<file path="src/rtl/seq_mul.sv">
// Multi-cycle unsigned shift-add multiplier with valid/ready handshakes on both sides.
// One partial product per clock; the result is held until the consumer takes it.
module seq_mul #(
    parameter int DATA_WIDTH = 8
) (
    input  logic                  clk,
    input  logic                  rst_n,
    input  logic                  in_valid,
    output logic                  in_ready,
    input  logic [DATA_WIDTH-1:0] a,
    input  logic [DATA_WIDTH-1:0] b,
    output logic                  out_valid,
    input  logic                  out_ready,
    output logic [DATA_WIDTH-1:0] prod,
    output logic                  ovf
);
    localparam int CW = $clog2(DATA_WIDTH + 1);
    localparam int PW = 2 * DATA_WIDTH;

    typedef enum logic [1:0] {IDLE, CALC, DONE} state_t;

    state_t                state_q, state_d;
    logic [PW-1:0]         mcand_q, mcand_d;
    logic [PW-1:0]         acc_q, acc_d, acc_step;
    logic [DATA_WIDTH-1:0] mplier_q, mplier_d;
    logic [DATA_WIDTH-1:0] prod_q, prod_d;
    logic [CW-1:0]         cnt_q, cnt_d;
    logic                  ovf_q, ovf_d;
    logic                  out_valid_q, out_valid_d;

    always_comb begin
        state_d     = state_q;
        mcand_d     = mcand_q;
        mplier_d    = mplier_q;
        acc_d       = acc_q;
        cnt_d       = cnt_q;
        prod_d      = prod_q;
        ovf_d       = ovf_q;
        out_valid_d = out_valid_q;
        // The full-width accumulator cannot carry out: a*b always fits in PW bits.
        acc_step    = mplier_q[0] ? (acc_q + mcand_q) : acc_q;
        case (state_q)
            IDLE: begin
                if (in_valid) begin
                    mcand_d  = {{DATA_WIDTH{1'b0}}, a};
                    mplier_d = b;
                    acc_d    = '0;
                    cnt_d    = '0;
                    state_d  = CALC;
                end
            end
            CALC: begin
                acc_d    = acc_step;
                mcand_d  = mcand_q << 1;
                mplier_d = mplier_q >> 1;
                cnt_d    = cnt_q + CW'(1);
                if (cnt_q == CW'(DATA_WIDTH - 1)) begin
                    state_d     = DONE;
                    prod_d      = acc_step[DATA_WIDTH-1:0];
                    ovf_d       = |acc_step[PW-1:DATA_WIDTH];
                    out_valid_d = 1'b1;
                end
            end
            DONE: begin
                if (out_ready) begin
                    state_d     = IDLE;
                    out_valid_d = 1'b0;
                end
            end
            default: begin
                state_d     = IDLE;
                out_valid_d = 1'b0;
            end
        endcase
    end

    always_ff @(posedge clk or negedge rst_n) begin
        if (!rst_n) begin
            state_q     <= IDLE;
            mcand_q     <= '0;
            mplier_q    <= '0;
            acc_q       <= '0;
            cnt_q       <= '0;
            prod_q      <= '0;
            ovf_q       <= 1'b0;
            out_valid_q <= 1'b0;
        end else begin
            state_q     <= state_d;
            mcand_q     <= mcand_d;
            mplier_q    <= mplier_d;
            acc_q       <= acc_d;
            cnt_q       <= cnt_d;
            prod_q      <= prod_d;
            ovf_q       <= ovf_d;
            out_valid_q <= out_valid_d;
        end
    end

    assign in_ready  = (state_q == IDLE);
    assign out_valid = out_valid_q;
    assign prod      = prod_q;
    assign ovf       = ovf_q;
endmodule

</file>
<file path="config.mk">
export PLATFORM = sky130hd
export DESIGN_NAME = seq_mul
export DESIGN_NICKNAME = d
export VERILOG_FILES = /design/src/rtl/seq_mul.sv
export SDC_FILE = /design/constraint.sdc
export NUM_CORES = 1
export LEC_CHECK = 0
export BUFFER_PORTS_ARGS = -buffer_cell sky130_fd_sc_hd__buf_2
export CORE_MARGIN = 2
export CORE_UTILIZATION = 35
export DETAILED_ROUTE_END_ITERATION = 12
export GPL_ROUTABILITY_DRIVEN = 0
export SETUP_SLACK_MARGIN = 0.15
export SLEW_MARGIN = 25
export SYNTH_ARGS = -nofsm -noshare
export SYNTH_HDL_FRONTEND = slang
export SYNTH_SLANG_ARGS = --single-unit
</file>
<file path="constraint.sdc">
create_clock -name clk -period 2.8 [get_ports clk]
set_input_delay 0.28 -clock clk [delete_from_list [all_inputs] [get_ports clk]]
set_output_delay 0.28 -clock clk [all_outputs]
set_load 0.05 [all_outputs]
</file>
* Word level (Yosys, flattened, before mapping) *
Index checks and enable logic that the tools add are counted.

word-level totals
  register bits after elaboration = 56
  bits in latches = 0
  memory bits (writable) = 0
  bits in read-only memories = 0
  input port bits = 20
  memories = 0

operators by class
  add/sub/neg operators = 2
  multipliers = 0
  div/mod/pow operators = 0
  $lt $le $gt $ge = 0
  equal/unequal tests = 6
  shift operators = 0
  multiplexer cells = 16
  bitwise gates (word level) = 1
  reductions and logical operators = 7

operators with widths
  kind                                                                    count
  16-bit case mux with 2 select lines                                     2
  16-bit 2-to-1 mux                                                       3
  16-bit adder                                                            1
  8-bit case mux with 2 select lines                                      1
  8-bit 2-to-1 mux                                                        1
  4-bit case mux with 2 select lines                                      1
  8-bit OR reduction                                                      1
  2-bit 2-to-1 mux                                                        3
  2-bit inequality test (second input constant)                           3
  2-bit case mux with 3 select lines                                      1
  3-bit AND reduction                                                     2
  4-bit by 1-bit adder with 4-bit output (second input constant)          1
  4-bit by 3-bit equality test with 1-bit output (second input constant)  1
  4-bit 2-to-1 mux                                                        1
  2-bit AND reduction                                                     2
  1-bit case mux with 3 select lines                                      1
  2-bit by 1-bit equality test with 1-bit output (second input constant)  1
  2-bit equality test (second input constant)                             1
  2-bit zero test                                                         1
  1-bit 2-to-1 mux                                                        2
  2-bit nonzero test                                                      1
  1-bit inverter                                                          1

* Logic depth before layout (Yosys ltp) *
Gate-level depths: netlist of run 1.

  depth in word-level cells = 3
  depth in mapped cells = 10
  gate-level depth less buffers = 10

* Worst setup path before layout of run 1 *
OpenSTA, ideal clock, no wires.

  kind = reg2reg
  from = register mcand_q[0]
  to = register ovf_q (netlist: ovf)
  setup time = 0.131 ns
  data arrival time = 2.654 ns
  data required time = 2.669 ns
  setup slack = 0.015 ns
  cell stages (with the launch flop) = 11
  path buffers = 0
  clock period less this slack = 2.785 ns
  path through = dfrtp_1 > ha_1 > fa_1 > a21o_1 > a221oi_2 > o21ai_2 > a31oi_4 > mux2i_1 > a311o_1 > nor4_1 > a31oi_1

between the ends
  word-level cells in the longest chain between the ends = 3

ends and longest elaborated chain
  item                      line  RTL
  start: declaration        23    logic [PW-1:0] mcand_q, mcand_d;
  start signal: assignment  89    mcand_q <= mcand_d;
  16-bit adder              41    acc_step = mplier_q[0] ? (acc_q + mcand_q) : acc_q;
  16-bit 2-to-1 mux         41
  8-bit OR reduction        60    ovf_d = |acc_step[PW-1:DATA_WIDTH];
  end signal: assignment    94    ovf_q <= ovf_d;
  end: declaration          28    logic ovf_q, ovf_d;

No other way between the ends.
A chain may end at the register's enable or synchronous reset.

* Final worst setup path of run 1 *
  from = register acc_q[0]
  to = register ovf_q (netlist: ovf)

between the ends
  word-level cells in the longest chain between the ends = 3

ends and longest elaborated chain
  item                      line  RTL
  start: declaration        24    logic [PW-1:0] acc_q, acc_d, acc_step;
  start signal: assignment  82    acc_q <= '0;
  start signal: assignment  91    acc_q <= acc_d;
  16-bit adder              41
  16-bit 2-to-1 mux         41
  8-bit OR reduction        60

No other way between the ends.

==> flow_metrics.tcl, run 1 <==
set metrics [dict create \
    status "completed" \
    worst_setup_path_start_kind "flip-flop" \
    synthToLayoutAreaGrowth_pct 14.7 \
    clockRootBuffer "clkbuf_8" \
    synth_nets 380 \
    p_leak_nw 1.70 \
    grt_max_degree 38 \
    vdd_drop_max_v 0.000306 \
    arrival_ps 2790 \
    core-area_sq_um 9110 \
    design.die.area_sq_um 10000 \
    synth_top_area_frac 0.432 \
    clk_latency_ps 310 \
    path_class "flip-flop to flip-flop" \
    synth_edf_count 0 \
    cp_cell_sequence "ha_4 -> fa_2 -> a21o_1 -> a221oi_4 -> o21ai_2 -> a31oi_4 -> mux2i_1 -> a311o_1 -> nor4_2 -> a31oi_1" \
    cts_max_level 2 \
    min_period_ps 2600 \
    slew_headroom 0.380 \
    worstHoldPathType "input pin to async pin" \
    power_density_nw_per_um2 975 \
    synth_area_per_cell_sq_um 9.45 \
    critPathTopFamily "compound AO/OA/AOI/OAI gates" \
    place.port_buffers 30 \
    drc 0 \
    slew_viol_final 0 \
    hold_viol 0 \
    drt_iter0_markers 155 \
    grt-ovfl-total 0 \
    yosys_most_used_dff "dfrtp_1" \
    cts_buffers 5 \
    worstMarginPinSlew_ps 928 \
    synth.distinct_cells 44 \
    fin_total_pwr_mw 3.62 \
    final_util 0.408 \
    nets 415 \
    clock_path_buffers 2 \
    min_period_over_period 0.927 \
    drive_above_1_share 0.182 \
    synth_top_area_cell "dfrtp_1" \
    cpMaxStageDelayCell "dfrtp_1" \
    clk_pin_slew_ps 110 \
    synth_area_sq_um 3240 \
    drt.antenna.violating_nets 0 \
    routed_wl_mm 7.44 \
    clock_skew_ps 10.2 \
    ys_ff_latch 56 \
    cts_tree "built" \
    yosys-top-cells-area "dfrtp_1, o21ai_0, ha_1, a21oi_1, nand2_1" \
    max_freq_mhz 385 \
    num_vias 2646 \
    slowest_delay_ps 430 \
    crit_buf_inv 0 \
    multi_input_area_sq_um 1820 \
    finalSetupViolCount 0 \
    required_ps 2990 \
    die_h_um 100 \
    setup-tns-final_ps 0 \
    yosysSeqAreaShare 0.432 \
    grt_pass1_wl_mm 12.7 \
    max_cap_violations 0 \
    antenna_found_initial 0 \
    drtPass1Iterations 4 \
    postSynthCellCount 343 \
    die_w_um 100 \
    rsz0062_at_grt "yes" \
    synthArstFlopShare 1.00 \
    yosys_warnings 0 \
    antenna_cells 0 \
    wire_per_inst_um 15.2 \
    grt_pass1_vias 2582 \
    rows 35 \
    top_level_ports 31 \
    via_per_inst 5.40 \
    regArea_sq_um 1400 \
    cp_max_fo 3 \
    start_util 0.356 \
    fillCellCount 912 \
    dpl.hpwl_mm 5.22 \
    cts.sinks 56 \
    cp-end-kind "flip-flop" \
    grt.total_usage 0.156 \
]
flip-flops by register name (all words and copies together), names as in the netlist:
name	count
prod	8
acc_q	16
out_valid	1
ovf	1
mcand_q	16
mplier_q	8
state_q	2
cnt_q	4
placed cells by master (no fill, tap or decap), types with 2 or more instances in the layout:
cell      Yosys  routed
dfrtp_1      56      56
o21ai_0      47      46
a31oi_1       3       3
a21oi_1      30      29
xor2_1        8       8
ha_1         16      14
buf_2         0      30
nand2b_1      2       2
nor3_1        6       6
o211ai_1      3       3
a311o_1       2       2
o21a_1        2       2
a211oi_2      1       2
nand2_1      40      40
o21bai_1      3       3
mux2i_1       9       9
xnor2_1       6       6
a22oi_1      13      13
nand4b_1      2       2
a22o_1       15      15
nand3_1       4       4
nor2_1       11      11
nor2b_1      20      19
inv_1         2       2
a21o_1        6       6
buf_4         0      15
clkbuf_8      0       5
power breakdown:
part | switching [mW] | internal [mW] | leakage, nW
Combinational | 1.14 | 0.696 | 0.913
Clock | 0.283 | 0.180 | 0.0485
Sequential | 0.236 | 1.09 | 0.735
stage by stage:
stage | cell area (sq um) | setup slack [ps] | instances | hold WS [ps]
2_1_floorplan | 3260 | 238 | 343 | -15.6
3_3_place_gp | 3580 | 168 | 479 | 444
3_5_place_dp | 3580 | 90.0 | 479 | 447
4_1_cts | 3680 | 156 | 488 | 97.3
5_1_grt | 3720 | 40.2 | 490 | 123
6_report | 3720 | 204 | 490 | 74.6
path summary, 6_finish.rpt:
| kind | from | endpoint | slack, ps | depth (start not counted) |
|---|---|---|---|---|
| setup / recovery | acc_q[0] | ovf | 200 | 10 |
| hold / removal | rst_n | cnt_q[0] | 70 | 1 |
| setup reg to reg | acc_q[0] | ovf | 200 | 10 |
| hold reg to reg | prod[6] | prod[6] | 490 | 2 |
| max in group asynchronous | rst_n | prod[7] | 1940 | 2 |
| min in group clk | out_ready | state_q[1] | 220 | 4 |
Yosys cell counts, types with 4 or more instances:
library cell and n:
a22oi_1 13, ha_1 16, mux2i_1 9, nand3_1 4, a21oi_1 30, nor3_1 6
nor2b_1 20, clkbuf_1 16, a22o_1 15, o21ai_0 47, nand2_1 40, xor2_1 8
a21o_1 6, dfrtp_1 56, xnor2_1 6, nor2_1 11
logic make-up (layout without fill, tap and decap cells):
| kind of cell | Yosys count | in the layout | share of synthesized area |
|---|---|---|---|
| buffers and inverters | 19 | 55 | 0.0220 |
| AND/OR/NAND/NOR | 91 | 91 | 0.136 |
| AO/OA/AOI/OAI | 136 | 136 | 0.272 |
| multiplexers | 10 | 10 | 0.0313 |
| flip-flops | 56 | 56 | 0.432 |
| adder cells (fa/ha/maj) | 17 | 17 | 0.0679 |
| XOR/XNOR | 14 | 14 | 0.0378 |
layout make-up:
class / count / share of cell area
Clock inverter: 3 / 0.00606
Sequential cell: 56 / 0.377
Tap cell: 111 / 0.0374
Clock buffer: 5 / 0.0185
Multi-Input combinational cell: 268 / 0.488
Timing Repair Buffer: 45 / 0.0707
Inverter: 2 / 0.00202
layer usage:
metal | track usage | routed length, um | up-vias
met4 | 0.0400 | 90 | 0
met2 | 0.249 | 3400 | 50
li1 | - | - | 1329
met1 | 0.220 | 3740 | 1258
met5 | 0 | 0 | -
met3 | 0.0251 | 218 | 9
repair_timing:
| item | 4_1_cts | 5_1_grt |
|---|---|---|
| hold buffers | 0 | 0 |
| buffers inserted | 1 | 2 |
| setup endpoints to repair | 1 | 4 |
| resized for setup | 1 | 5 |
| hold endpoints to repair | 0 | 0 |
| pin swaps | 0 | 4 |
No activity file was read; power rests on OpenSTA's default activity.
==> run 2: changes to the inputs <==
Settings changed: ABC_AREA set to 1, ABC_CLOCK_PERIOD_IN_PS set to 2800.
==> run 2 against run 1 <==
Net effect: total power up 40%; utilization down 0.44 points; combinational power up 70%; hold slack better by 13 ps; clock power up 7.8%; worst setup slack better by 460 ps.
==> flow_metrics.tcl, run 2 <==
set metrics [dict create \
    die_h_um 101 \
    top_level_ports 31 \
    grt_max_degree 57 \
    ys_ff_latch 56 \
    antenna_cells 0 \
    cp_max_fo 3 \
    hold_viol 0 \
    yosysMostFrequentCell "nand2_1" \
    cpMaxStageDelayCell "dfrtp_1" \
    slew_viol_final 0 \
    critPathCapture "ovf" \
    clk_latency_ps 330 \
    grt.total_usage 0.157 \
    grt_pass1_vias 2726 \
    clock_path_buffers 2 \
    cts_max_level 2 \
    yosys-top-cells-area "dfrtp_1, nand2_1, inv_1, ha_1, nand3_1" \
    cp_cell_sequence "ha_1 -> fa_1 -> nand2_1 -> nand2_1 -> nand3_2 -> nand2_1 -> nand2_1 -> nand2_1 -> nand2_1 -> nand3_1 -> nand2_1 -> nand2_1 -> nor2_1 -> a21oi_1" \
    synth_area_sq_um 3320 \
    synth_top_area_cell "dfrtp_1" \
    drive_above_1_share 0.143 \
    finalSetupViolCount 0 \
    place_ws_ps 728 \
    max_freq_mhz 469 \
    combPwrFrac 0.615 \
    cts.sinks 56 \
    r2r_slack_ps 670 \
    via_per_inst 4.70 \
    clock_skew_ps 18.1 \
    drtPass1Iterations 4 \
    top_regs "acc_q (16), mcand_q (16)" \
    synth_nets 473 \
    place.port_buffers 30 \
    num_vias 2813 \
    worst_r2r_path_depth 14 \
    worstMarginPinSlew_ps 735 \
    rsz0062_at_grt "no" \
    cts_buffers 5 \
    min_period_over_period 0.761 \
    yosys-top-cells-count "nand2_1, inv_1, dfrtp_1, nand3_1, o22ai_1" \
    required_ps 3010 \
    final_util 0.404 \
    grt-ovfl-total 0 \
    cp-end-kind "flip-flop" \
    cts.repair.resized 0 \
    power_density_nw_per_um2 1360 \
    path_class "flip-flop to flip-flop" \
    slew_headroom 0.510 \
    max_cap_violations 0 \
    die_w_um 101 \
    start_util 0.359 \
    grt_pass1_wl_mm 12.9 \
    design.die.area_sq_um 10300 \
    worst_setup_path_start_kind "flip-flop" \
    drt_iter0_markers 117 \
    worstReg2RegStart "mcand_q[0]" \
    synth_edf_count 0 \
    clockPowerShare 0.099 \
    wire_per_inst_um 12.7 \
    layout_commonest_cell "nand2_1" \
    synth.distinct_cells 35 \
    setup_ws_ps 668 \
    cts_hold_buf 0 \
    clk_pin_slew_ps 120 \
    pwr-share-seq 0.287 \
    swShare 0.514 \
    postSynthCellCount 436 \
    synth_area_per_cell_sq_um 7.61 \
    yosys_warnings 0 \
    yosysSeqAreaShare 0.422 \
    dpl.hpwl_mm 5.62 \
    antenna_found_initial 0 \
    drt.antenna.violating_nets 0 \
    clockRootBuffer "clkbuf_8" \
    yosys_most_used_dff "dfrtp_1" \
    vdd_drop_max_v 0.000642 \
    crit_start "mcand_q[0]" \
    arrival_ps 2340 \
    p_leak_nw 2.00 \
    worstHoldPathType "input pin to async pin" \
    slowest_delay_ps 410 \
    cp_common_cell "nand2_1" \
    synthArstFlopShare 1.00 \
    p_sw_mw 2.61 \
    rows 35 \
    layout_common_cells "nand2_1, inv_1, dfrtp_1" \
    cts_tree "built" \
    routed_wl_mm 7.60 \
    setup-tns-final_ps 0 \
    synthToLayoutAreaGrowth_pct 12.4 \
    core-area_sq_um 9240 \
    reg2reg_to "ovf" \
    nets 505 \
    min_period_ps 2130 \
    status "completed" \
    drc 0 \
    synth_top_area_frac 0.422 \
    postCtsSetupBuffers 0 \
    internal_power_mw 2.47 \
]
[run 2: metrics by stage]
step	instances	power [mW]	area, sq um	hold slack (ps)
5_1_grt	598	5.61	3730	161
2_1_floorplan	436	3.86	3320	-15.6
3_3_place_gp	590	4.54	3630	458
3_5_place_dp	590	4.60	3630	461
4_1_cts	598	5.12	3730	122
6_report	598	5.08	3730	87.3
[run 2: routing by layer]
layer,global-route usage,share of wire
met5,0,0
met4,0.0416,0.011
met3,0.0207,0.029
met2,0.246,0.45
met1,0.229,0.51
[run 2: critical path, delay by kind of cell, from the launching register on]
family                     cells  cell delay, ps
DFF                            1             410
and+or+nand+nor               11             920
AOI/OAI and AO/OA              1              70
adders and majority gates      2             620
[run 2: cells by family (layout without fill, tap and decap cells)]
group,after synthesis,after routing,share of synthesized area
and+or+nand+nor,203,203,0.270
DFF,56,56,0.422
buffers and inverters,84,117,0.0995
AOI/OAI and AO/OA,69,69,0.123
xor gates and xnor gates,6,6,0.0158
muxes,1,1,0.00302
adders and majority gates,17,17,0.0663
[run 2: cell type report]
| cell class | count | area, sq um |
|---|---|---|
| clock buffer | 5 | 68.8 |
| clock inverter | 3 | 33.8 |
| fill | 956 | 5510 |
| inverter | 71 | 267 |
| multi-input combinational | 296 | 1590 |
| sequential | 56 | 1400 |
| tap | 129 | 161 |
| timing repair buffer | 38 | 210 |
[run 2: how the worst min path moves through the flow]
stage | start | end | slack, ps | cells past startpoint
2_1_floorplan | rst_n | acc_q[0] | -20 | 0
3_3_place_gp | prod[2] | prod[2] | 460 | 2
3_5_place_dp | prod[2] | prod[2] | 460 | 2
4_1_cts | rst_n | mplier_q[2] | 120 | 2
5_1_grt | rst_n | mplier_q[1] | 160 | 2
6_report | rst_n | mcand_q[10] | 90 | 2
[run 2: power by group through the flow]
stage / clock (mW) / combinational [mW] / sequential (mW)
floorplan: 0 / 2.27 / 1.59
global placement: 0 / 3.08 / 1.46
detailed placement: 0 / 3.13 / 1.47
CTS: 0.519 / 3.14 / 1.46
global route: 0.542 / 3.56 / 1.51
finish: 0.500 / 3.12 / 1.46
==> run 3: changes to the inputs <==
Settings changed: ABC_CLOCK_PERIOD_IN_PS 2800 to 1800.
Clock period 2.8 ns to 1.8 ns, I/O delays scaled along.
==> run 3 against run 2 <==
Net effect: hold slack better by 6.5 ps; largest cell class unchanged; via count up 7.2%; global-route usage up 1.1 points; the run now ends with setup timing left; utilization up 6.3 points; final area up 16%; clock-buffer cell count up 1; maximum frequency up 7.2%; critical path depth unchanged; die area unchanged; critical path type unchanged; worst setup slack worse by 860 ps.
==> flow_metrics.tcl, run 3 (synthesis gave the netlist of run 2 again) <==
set metrics [dict create \
    max_freq_mhz 503 \
    setup_ws_ps -189 \
    die_h_um 101 \
    min_period_over_period 1.11 \
    cp_cell_sequence "ha_2 -> fa_2 -> nand2_2 -> nand2_4 -> nand3b_4 -> nand2_4 -> nand2_4 -> nand2_2 -> nand2_1 -> nand3_1 -> nand2_1 -> nand2_1 -> nor2_1 -> a21oi_1" \
    layout_commonest_cell "nand2_1" \
    wire_per_inst_um 13.2 \
    slowest_delay_ps 410 \
    clk_latency_ps 320 \
    drive_above_1_share 0.294 \
    grt.total_usage 0.168 \
    cts.sinks 56 \
    cts_max_level 2 \
    drt.antenna.violating_nets 0 \
    slew_viol_final 0 \
    cp_max_fo 3 \
    design.die.area_sq_um 10300 \
    placed_cells 616 \
    rsz0062_at_grt "yes" \
    cp-end-kind "flip-flop" \
    regArea_sq_um 1400 \
    cts_tree "built" \
    layout_common_cells "nand2_1, inv_1, dfrtp_1" \
    slew_headroom 0.700 \
    synthToLayoutAreaGrowth_pct 29.9 \
    drt_iter0_markers 194 \
    num_vias 3015 \
    nets 540 \
    r2r_slack_ps -190 \
    antenna_cells 0 \
    cts_buffers 5 \
    finalSetupViolCount 6 \
    grt-ovfl-total 0 \
    rows 35 \
    start_util 0.359 \
    drtPass1Iterations 4 \
    routed_wl_mm 8.33 \
    final_util 0.466 \
    grt_pass1_vias 2876 \
    min_period_ps 1990 \
    grt_pass1_wl_mm 13.7 \
    hold_viol 0 \
    cpMaxStageDelayCell "dfrtp_1" \
    clockRootBuffer "clkbuf_8" \
    clock_path_buffers 2 \
    via_per_inst 4.76 \
    fin_cells 633 \
    place.port_buffers 30 \
    max_cap_violations 0 \
    drc 0 \
    multi_input_area_sq_um 1880 \
    worstMarginPinSlew_ps 451 \
    worst_setup_path_start_kind "flip-flop" \
    setup-tns-final_ps -471 \
    arrival_ps 2190 \
    die_w_um 101 \
    core-area_sq_um 9240 \
    antenna_found_initial 0 \
    path_class "flip-flop to flip-flop" \
    dpl.hpwl_mm 6.05 \
    worstHoldPathType "input pin to flip-flop" \
    grt_max_degree 40 \
    failed_checks "setup timing" \
    top_regs "acc_q (16), mcand_q (16)" \
    status "complete, but fails checks" \
    clk_pin_slew_ps 110 \
    required_ps 2000 \
    fillCellCount 892 \
    clock_skew_ps 14.5 \
    top_level_ports 31 \
    place_ws_ps -167 \
]
==> run 3: critical path: cells and delay by family, from the launching register on <==
family	cells	cell delay, ps
simple gates	11	830
fa+ha+maj	2	550
flops	1	410
compound gates	1	90
==> run 3: area by class of cell <==
type,instances,area share
clock buffers,6,0.0168
clock inverters,2,0.00377
inverters,71,0.0618
multi-input cells,296,0.437
flip-flops and latches,56,0.325
well taps,129,0.0374
repair buffers,73,0.118
==> run 3: timing repair <==
action | 4_1_cts | 5_1_grt
hold endpoints to repair | 17 | 0
buffers inserted | 3 | 5
endpoints found under the setup margin | 17 | 21
hold buffers | 1 | 0
pin swaps | 10 | 19
resized for setup | 21 | 40
==> run 3: path summary, 6_finish.rpt <==
path | start | to | cells after the start
setup reg to reg | mcand_q[0] | ovf | 14
min in group asynchronous | rst_n | mcand_q[13] | 2
hold reg to reg | cnt_q[3] | cnt_q[3] | 1
max in group asynchronous | rst_n | mcand_q[8] | 3
setup / recovery | mcand_q[0] | ovf | 14
hold / removal | a[2] | mcand_q[2] | 3
==> run 3: metrics by stage <==
stage / area, sq um / hold slack, ps
floorplan: 3330 / -116
global placement: 3860 / 151
detailed placement: 3860 / 155
CTS: 4090 / 89.6
global route: 4310 / 96.9
finish: 4310 / 93.8
==> run 3: routing by layer <==
metal / GRT usage / wire length, um
met3: 0.0235 / 266
met4: 0.0322 / 78
met2: 0.269 / 3890
met5: 0 / 0
met1: 0.245 / 4090
Power of run 3 is left out: the tool's default activity adds up to more than one toggle a clock period on the data nets, which glitch-free logic cannot reach.
